File: src/rtl/iir_pkg.sv
// Shared definitions for the floating-point IIR filter chain: FP32 field
// layout and the ADC front-end converter state encoding.
package iir_pkg;

  localparam int EXP_W  = 8;
  localparam int MANT_W = 23;
  localparam int BIAS   = 127;

  typedef struct packed {
    logic              sign;
    logic [EXP_W-1:0]  exp;
    logic [MANT_W-1:0] mant;
  } fp32_t;

  typedef enum logic [1:0] {
    IDLE,
    ABS,
    NORM,
    PACK
  } conv_state_e;

endpackage

File: src/rtl/adc_fix2fp_if.sv
// Sample/result bundle between the ADC front end and its neighbours.
interface adc_fix2fp_if #(
  parameter int IN_W = 16
);

  logic [IN_W-1:0] i_adc;
  logic            i_adc_valid;
  logic            i_ovr_clr;
  logic [31:0]     o_signal;
  logic            o_valid;
  logic            o_busy;
  logic            o_overrun;

  modport master (
    output i_adc, i_adc_valid, i_ovr_clr,
    input  o_signal, o_valid, o_busy, o_overrun
  );

  modport slave (
    input  i_adc, i_adc_valid, i_ovr_clr,
    output o_signal, o_valid, o_busy, o_overrun
  );

endinterface

File: src/rtl/adc_fix2fp.sv
// Signed fixed-point ADC sample to IEEE-754 single converter using a
// bit-serial normaliser; result is held on o_signal between conversions.
module adc_fix2fp
  import iir_pkg::*;
#(
  parameter int IN_W      = 16,
  parameter int FRAC_BITS = 15
) (
  input  logic         clk,
  input  logic         reset_l,
  adc_fix2fp_if.slave  bus
);

  localparam int S_W      = (IN_W > 2) ? $clog2(IN_W) : 1;
  localparam int EXP_BASE = BIAS + IN_W - 1 - FRAC_BITS;

  conv_state_e       state;
  logic [IN_W-1:0]   x;
  logic [IN_W-1:0]   mag;
  logic [IN_W-1:0]   abs_x;
  logic [S_W-1:0]    s;
  logic              sign;
  fp32_t             result;
  fp32_t             packed_c;
  logic [MANT_W-1:0] mant_c;

  // Most negative code negates to 2^(IN_W-1), which still fits unsigned.
  always_comb begin
    abs_x = x[IN_W-1] ? ((~x) + IN_W'(1)) : x;
  end

  always_comb begin
    mant_c = '0;
    mant_c[MANT_W-1 -: IN_W-1] = mag[IN_W-2:0];
    packed_c = '0;
    if (mag != '0) begin
      packed_c.sign = sign;
      packed_c.exp  = EXP_W'(EXP_BASE - int'(s));
      packed_c.mant = mant_c;
    end
  end

  always_ff @(posedge clk or negedge reset_l) begin
    if (!reset_l) begin
      state         <= IDLE;
      x             <= '0;
      mag           <= '0;
      s             <= '0;
      sign          <= 1'b0;
      result        <= '0;
      bus.o_valid   <= 1'b0;
      bus.o_busy    <= 1'b0;
      bus.o_overrun <= 1'b0;
    end else begin
      bus.o_valid <= 1'b0;

      // A dropped sample outranks a simultaneous clear.
      if (bus.i_adc_valid && bus.o_busy)
        bus.o_overrun <= 1'b1;
      else if (bus.i_ovr_clr)
        bus.o_overrun <= 1'b0;

      unique case (state)
        IDLE: begin
          if (bus.i_adc_valid) begin
            x          <= bus.i_adc;
            state      <= ABS;
            bus.o_busy <= 1'b1;
          end
        end
        ABS: begin
          sign  <= x[IN_W-1];
          mag   <= abs_x;
          s     <= '0;
          state <= (abs_x == '0) ? PACK : NORM;
        end
        NORM: begin
          if (mag[IN_W-1]) begin
            state <= PACK;
          end else begin
            mag <= mag << 1;
            s   <= s + S_W'(1);
          end
        end
        PACK: begin
          result      <= packed_c;
          bus.o_valid <= 1'b1;
          bus.o_busy  <= 1'b0;
          state       <= IDLE;
        end
        default: state <= IDLE;
      endcase
    end
  end

  assign bus.o_signal = result;

endmodule

File: src/flat_wrapper.sv
// flat-port wrapper written by rule: the top's interface ports become plain ports
module adc_fix2fp_flat import iir_pkg::*;
#(
  parameter int IN_W      = 16,
  parameter int FRAC_BITS = 15
)
  (clk, reset_l, bus_i_adc, bus_i_adc_valid, bus_i_ovr_clr, bus_o_signal, bus_o_valid, bus_o_busy, bus_o_overrun);
  adc_fix2fp_if #(.IN_W(IN_W)) bus_i ();
  input  logic clk;
  input  logic reset_l;
  input wire logic [$bits(bus_i.i_adc)-1:0] bus_i_adc;
  input wire logic [$bits(bus_i.i_adc_valid)-1:0] bus_i_adc_valid;
  input wire logic [$bits(bus_i.i_ovr_clr)-1:0] bus_i_ovr_clr;
  output wire logic [$bits(bus_i.o_signal)-1:0] bus_o_signal;
  output wire logic [$bits(bus_i.o_valid)-1:0] bus_o_valid;
  output wire logic [$bits(bus_i.o_busy)-1:0] bus_o_busy;
  output wire logic [$bits(bus_i.o_overrun)-1:0] bus_o_overrun;
  assign bus_i.i_adc = bus_i_adc;
  assign bus_i.i_adc_valid = bus_i_adc_valid;
  assign bus_i.i_ovr_clr = bus_i_ovr_clr;
  assign bus_o_signal = bus_i.o_signal;
  assign bus_o_valid = bus_i.o_valid;
  assign bus_o_busy = bus_i.o_busy;
  assign bus_o_overrun = bus_i.o_overrun;
  adc_fix2fp #(.IN_W(IN_W), .FRAC_BITS(FRAC_BITS)) u_core (.clk(clk), .reset_l(reset_l), .bus(bus_i));
endmodule
File: config.mk
export PLATFORM = sky130hd
export DESIGN_NAME = adc_fix2fp_flat
export DESIGN_NICKNAME = d
export VERILOG_FILES = /design/src/rtl/iir_pkg.sv /design/src/rtl/adc_fix2fp_if.sv /design/src/rtl/adc_fix2fp.sv /design/src/flat_wrapper.sv
export SDC_FILE = /design/constraint.sdc
export NUM_CORES = 1
export LEC_CHECK = 0
export BUFFER_PORTS_ARGS = -buffer_cell sky130_fd_sc_hd__buf_2
export CORE_UTILIZATION = 58
export CTS_BUF_LIST = sky130_fd_sc_hd__clkbuf_8
export DETAILED_ROUTE_END_ITERATION = 7
export MAX_ROUTING_LAYER = met4
export PLACE_DENSITY = 0.82
export SYNTH_ARGS = -nofsm -noshare
export SYNTH_HDL_FRONTEND = slang
export SYNTH_SLANG_ARGS = --single-unit
File: constraint.sdc
create_clock -name clk -period 2.95 [get_ports clk]
set_clock_uncertainty 0.2 [all_clocks]
set_input_delay 0.295 -clock clk [delete_from_list [all_inputs] [get_ports clk]]
set_output_delay 0.295 -clock clk [all_outputs]
set_load 0.02 [all_outputs]
==> results.ini <==
[run_status]
status = completed

[sta]
timing.final.max_slew_violations = 0
rsz0062_at_grt = no
finalSetupViolCount = 0
tns_ps = 0
final_min_period_over_clock_period = 0.824
hold_violations = 0
max-slew-margin-rel = 0.504
worstMarginPinSlew_ps = 743
clock.fmax_mhz = 412
post-route-min-period_ps = 2430

[synth]
yosys_warnings = 0
share_of_synthesized_area_occupied_by_flip_flops_and_latches = 0.515
post_synth_num_cell_types = 42
synth_top_flop_cell = sky130_fd_sc_hd__dfrtp_1
synthCells = 271
synth-edff-count = 0
synth_seq_cells = 63
syn-mean-instance-area_sq_um = 11.3
synth_async_sr_flop_share = 1.00
area_of_the_mapped_netlist_sq_mm = 0.00306

[min_path]
worstHoldEndpoint = u_core.x[8]
min-delay-start = bus_i_adc[8]
hold_path_depth = 2
worstHoldPathType = input pin to register

[critical_path]
sort_of_element_at_the_end_of_the_critical_path = register
crit_fanout = 5
critical_path_arrival_ps = 2460
critical_path.startpoint_type = register
r2r-start = u_core.x[0]
r2r_end = u_core.state[0]
worst-r2r-setup-slack_ps = 520
cp_data_required_time_ps = 2980
timing_worst_setup_path_type = register to register
r2r_cells = 8

[cells_and_area]
num_antenna_cells = 0
final_area_sq_mm = 0.00367
syn2layout_area_growth_pct = 20.0
layout-drive-gt1-share = 0.278
nets = 357
filler_cell_count = 382

[die]
core_area_sq_mm = 0.00511
die_span_y_microns = 74.7
placement_rows = 26
initial_core_util = 0.600
fp.dieW_microns = 74.7
ioPinCount = 55
dieArea_sq_mm = 0.00558

[placed_design]
post_dp_cell_area_sq_mm = 0.00329
post-dp-hpwl_mm = 4.18
placement.io_buffers = 45
placer_s_final_routability_congestion_estimate = 0.890

[pwr]
power-per-cell-area_mw_per_mm2 = 1200
static_leakage_power_nw = 1.70
vdd.ir_drop.worst_mv = 0.637

[routing]
via_per_inst = 5.56
route.antenna.remaining_nets = 0
routed_wirelength_mm = 6.11
num_vias = 2253
firstDrtPassIters = 4
drc = 0
drt_iter0_drc = 243
wl_per_cell_microns = 15.1

[clocking]
clk_pin_slew_ps = 60
cts_max_path_buffers = 2
clk_latency_ps = 340
h-tree-depth = 3
ctsResizeCount = 0
cts-root-buf = sky130_fd_sc_hd__clkbuf_8
numClockSinks = 63
cts_tree = done
tritoncts.num_buffers = 9

[grt]
antenna_found_initial = 0
first_pass_grt_wire_length_mm = 9.82
grt_start_max_net_pins = 42
grt_pass1_vias = 2042
gr-usage-all-layers = 0.248
grt_overflow = 0

[run]
drv.max_cap_violation_count = 0

## synthesized netlist by cell type, types with 6 or more instances
cell | number | share of area
sky130_fd_sc_hd__nand4_1 | 6 | 0.012
sky130_fd_sc_hd__o31ai_1 | 7 | 0.017
sky130_fd_sc_hd__mux2_2 | 24 | 0.088
sky130_fd_sc_hd__inv_1 | 8 | 0.0098
sky130_fd_sc_hd__xor2_1 | 14 | 0.040
sky130_fd_sc_hd__ha_1 | 6 | 0.025
sky130_fd_sc_hd__clkbuf_1 | 9 | 0.011
sky130_fd_sc_hd__a22o_1 | 11 | 0.031
sky130_fd_sc_hd__buf_4 | 12 | 0.029
sky130_fd_sc_hd__nor2_1 | 10 | 0.012
sky130_fd_sc_hd__nand2_1 | 17 | 0.021
sky130_fd_sc_hd__dfrtp_1 | 63 | 0.51
sky130_fd_sc_hd__o21ai_0 | 24 | 0.039
sky130_fd_sc_hd__a22oi_1 | 14 | 0.034
## per-stage QoR
step / hold slack (ps) / setup slack [ps] / power (W) / std cells / utilization
final: 8.76 / 521 / 0.00440 / 405 / 0.720
after global routing: 9.56 / 414 / 0.00471 / 405 / 0.720
after CTS: 3.26 / 545 / 0.00441 / 405 / 0.720
after detailed placement: 90.5 / 639 / 0.00357 / 373 / 0.645
after global placement: 82.6 / 665 / 0.00350 / 373 / 0.645
after floorplan: -201 / 891 / 0.00306 / 279 / -
## registers in the layout (all words and copies together) (netlist names)
| signal | flops |
|---|---|
| u_core.bus.o_busy | 1 |
| u_core.bus.o_overrun | 1 |
| u_core.bus.o_signal | 21 |
| u_core.bus.o_valid | 1 |
| u_core.mag | 16 |
| u_core.s | 4 |
| u_core.sign | 1 |
| u_core.state | 2 |
| u_core.x | 16 |
## worst max-delay path by stage
stage / start / endpoint / slack, ps / cells past startpoint
floorplan: u_core.x[6] / u_core.state[0] / 890 / 6
global placement: u_core.x[0] / u_core.state[0] / 670 / 8
detailed placement: u_core.x[0] / u_core.state[0] / 640 / 8
CTS: u_core.x[0] / u_core.state[0] / 540 / 8
global route: u_core.x[0] / u_core.state[0] / 410 / 8
finish: u_core.x[0] / u_core.state[0] / 520 / 8
## cell families after synthesis
kind of cell | count (synthesis) | share of synthesized area
XOR/XNOR | 15 | 0.0429
adder cells (fa/ha/maj) | 6 | 0.0245
multiplexers | 26 | 0.0948
AO/OA/AOI/OAI | 71 | 0.167
AND/OR/NAND/NOR | 56 | 0.0989
other | 1 | 0.00122
flip-flops | 63 | 0.515
buffers and inverters | 33 | 0.0564
## critical path, cell delays in order (launching register included)
cell and delay (ps):
sky130_fd_sc_hd__dfrtp_1 400, sky130_fd_sc_hd__inv_1 90, sky130_fd_sc_hd__ha_1 200, sky130_fd_sc_hd__and2b_1 220
sky130_fd_sc_hd__nand3_2 140, sky130_fd_sc_hd__o41ai_2 260, sky130_fd_sc_hd__xor2_1 350, sky130_fd_sc_hd__o311ai_1 180
sky130_fd_sc_hd__o31ai_1 290
## cell usage in the layout, fill, tap and decap left out, types with 2 or more instances in the layout
cell / n
sky130_fd_sc_hd__dfrtp_1: 63
sky130_fd_sc_hd__buf_2: 45
sky130_fd_sc_hd__mux2_2: 24
sky130_fd_sc_hd__o21ai_0: 24
sky130_fd_sc_hd__nand2_1: 17
sky130_fd_sc_hd__dlygate4sd3_1: 17
sky130_fd_sc_hd__xor2_1: 14
sky130_fd_sc_hd__a22oi_1: 14
sky130_fd_sc_hd__a22o_1: 11
sky130_fd_sc_hd__nor2_1: 10
sky130_fd_sc_hd__clkbuf_8: 10
sky130_fd_sc_hd__inv_1: 9
sky130_fd_sc_hd__conb_1: 9
sky130_fd_sc_hd__o31ai_1: 7
sky130_fd_sc_hd__nand4_1: 6
sky130_fd_sc_hd__ha_1: 6
sky130_fd_sc_hd__nor4_1: 4
sky130_fd_sc_hd__nor2b_1: 4
sky130_fd_sc_hd__o2bb2ai_1: 4
sky130_fd_sc_hd__buf_4: 4
sky130_fd_sc_hd__nor3_1: 3
sky130_fd_sc_hd__nand2b_1: 2
sky130_fd_sc_hd__a21oi_1: 2
sky130_fd_sc_hd__nand3_1: 2
sky130_fd_sc_hd__a32oi_1: 2
sky130_fd_sc_hd__mux2i_1: 2
sky130_fd_sc_hd__o41ai_2: 2
sky130_fd_sc_hd__clkinv_2: 2
sky130_fd_sc_hd__bufinv_16: 2
## where the power goes
part	switching (W)	total [W]	leakage [nW]	internal (W)
combinational	0.00104	0.00187	0.808	0.000832
sequential	0.000447	0.00172	0.778	0.00127
clock	0.000320	0.000808	0.113	0.000488
## layout make-up
cell class / count / area (sq um) / area share
multi-input cells: 183 / 1340 / 0.366
flip-flops and latches: 63 / 1580 / 0.429
clock buffers: 10 / 138 / 0.0375
clock inverters: 5 / 73.8 / 0.0201
repair buffers: 66 / 425 / 0.116
inverters: 8 / 30.0 / 0.00817
well taps: 70 / 87.6 / 0.0238
## layer usage
metal | vias up | GRT usage | part of all wire
met5 | - | - | 0
met4 | 0 | 0.107 | 0.014
met3 | 9 | 0.0442 | 0.040
met2 | 60 | 0.369 | 0.48
met1 | 1087 | 0.334 | 0.46
li1 | 1097 | - | -
## what timing repair did
item                      CTS  global route
hold endpoints to repair   38             0
setup buffers               0             0
hold buffers               17             0
Power figures use the tool's default switching activity.
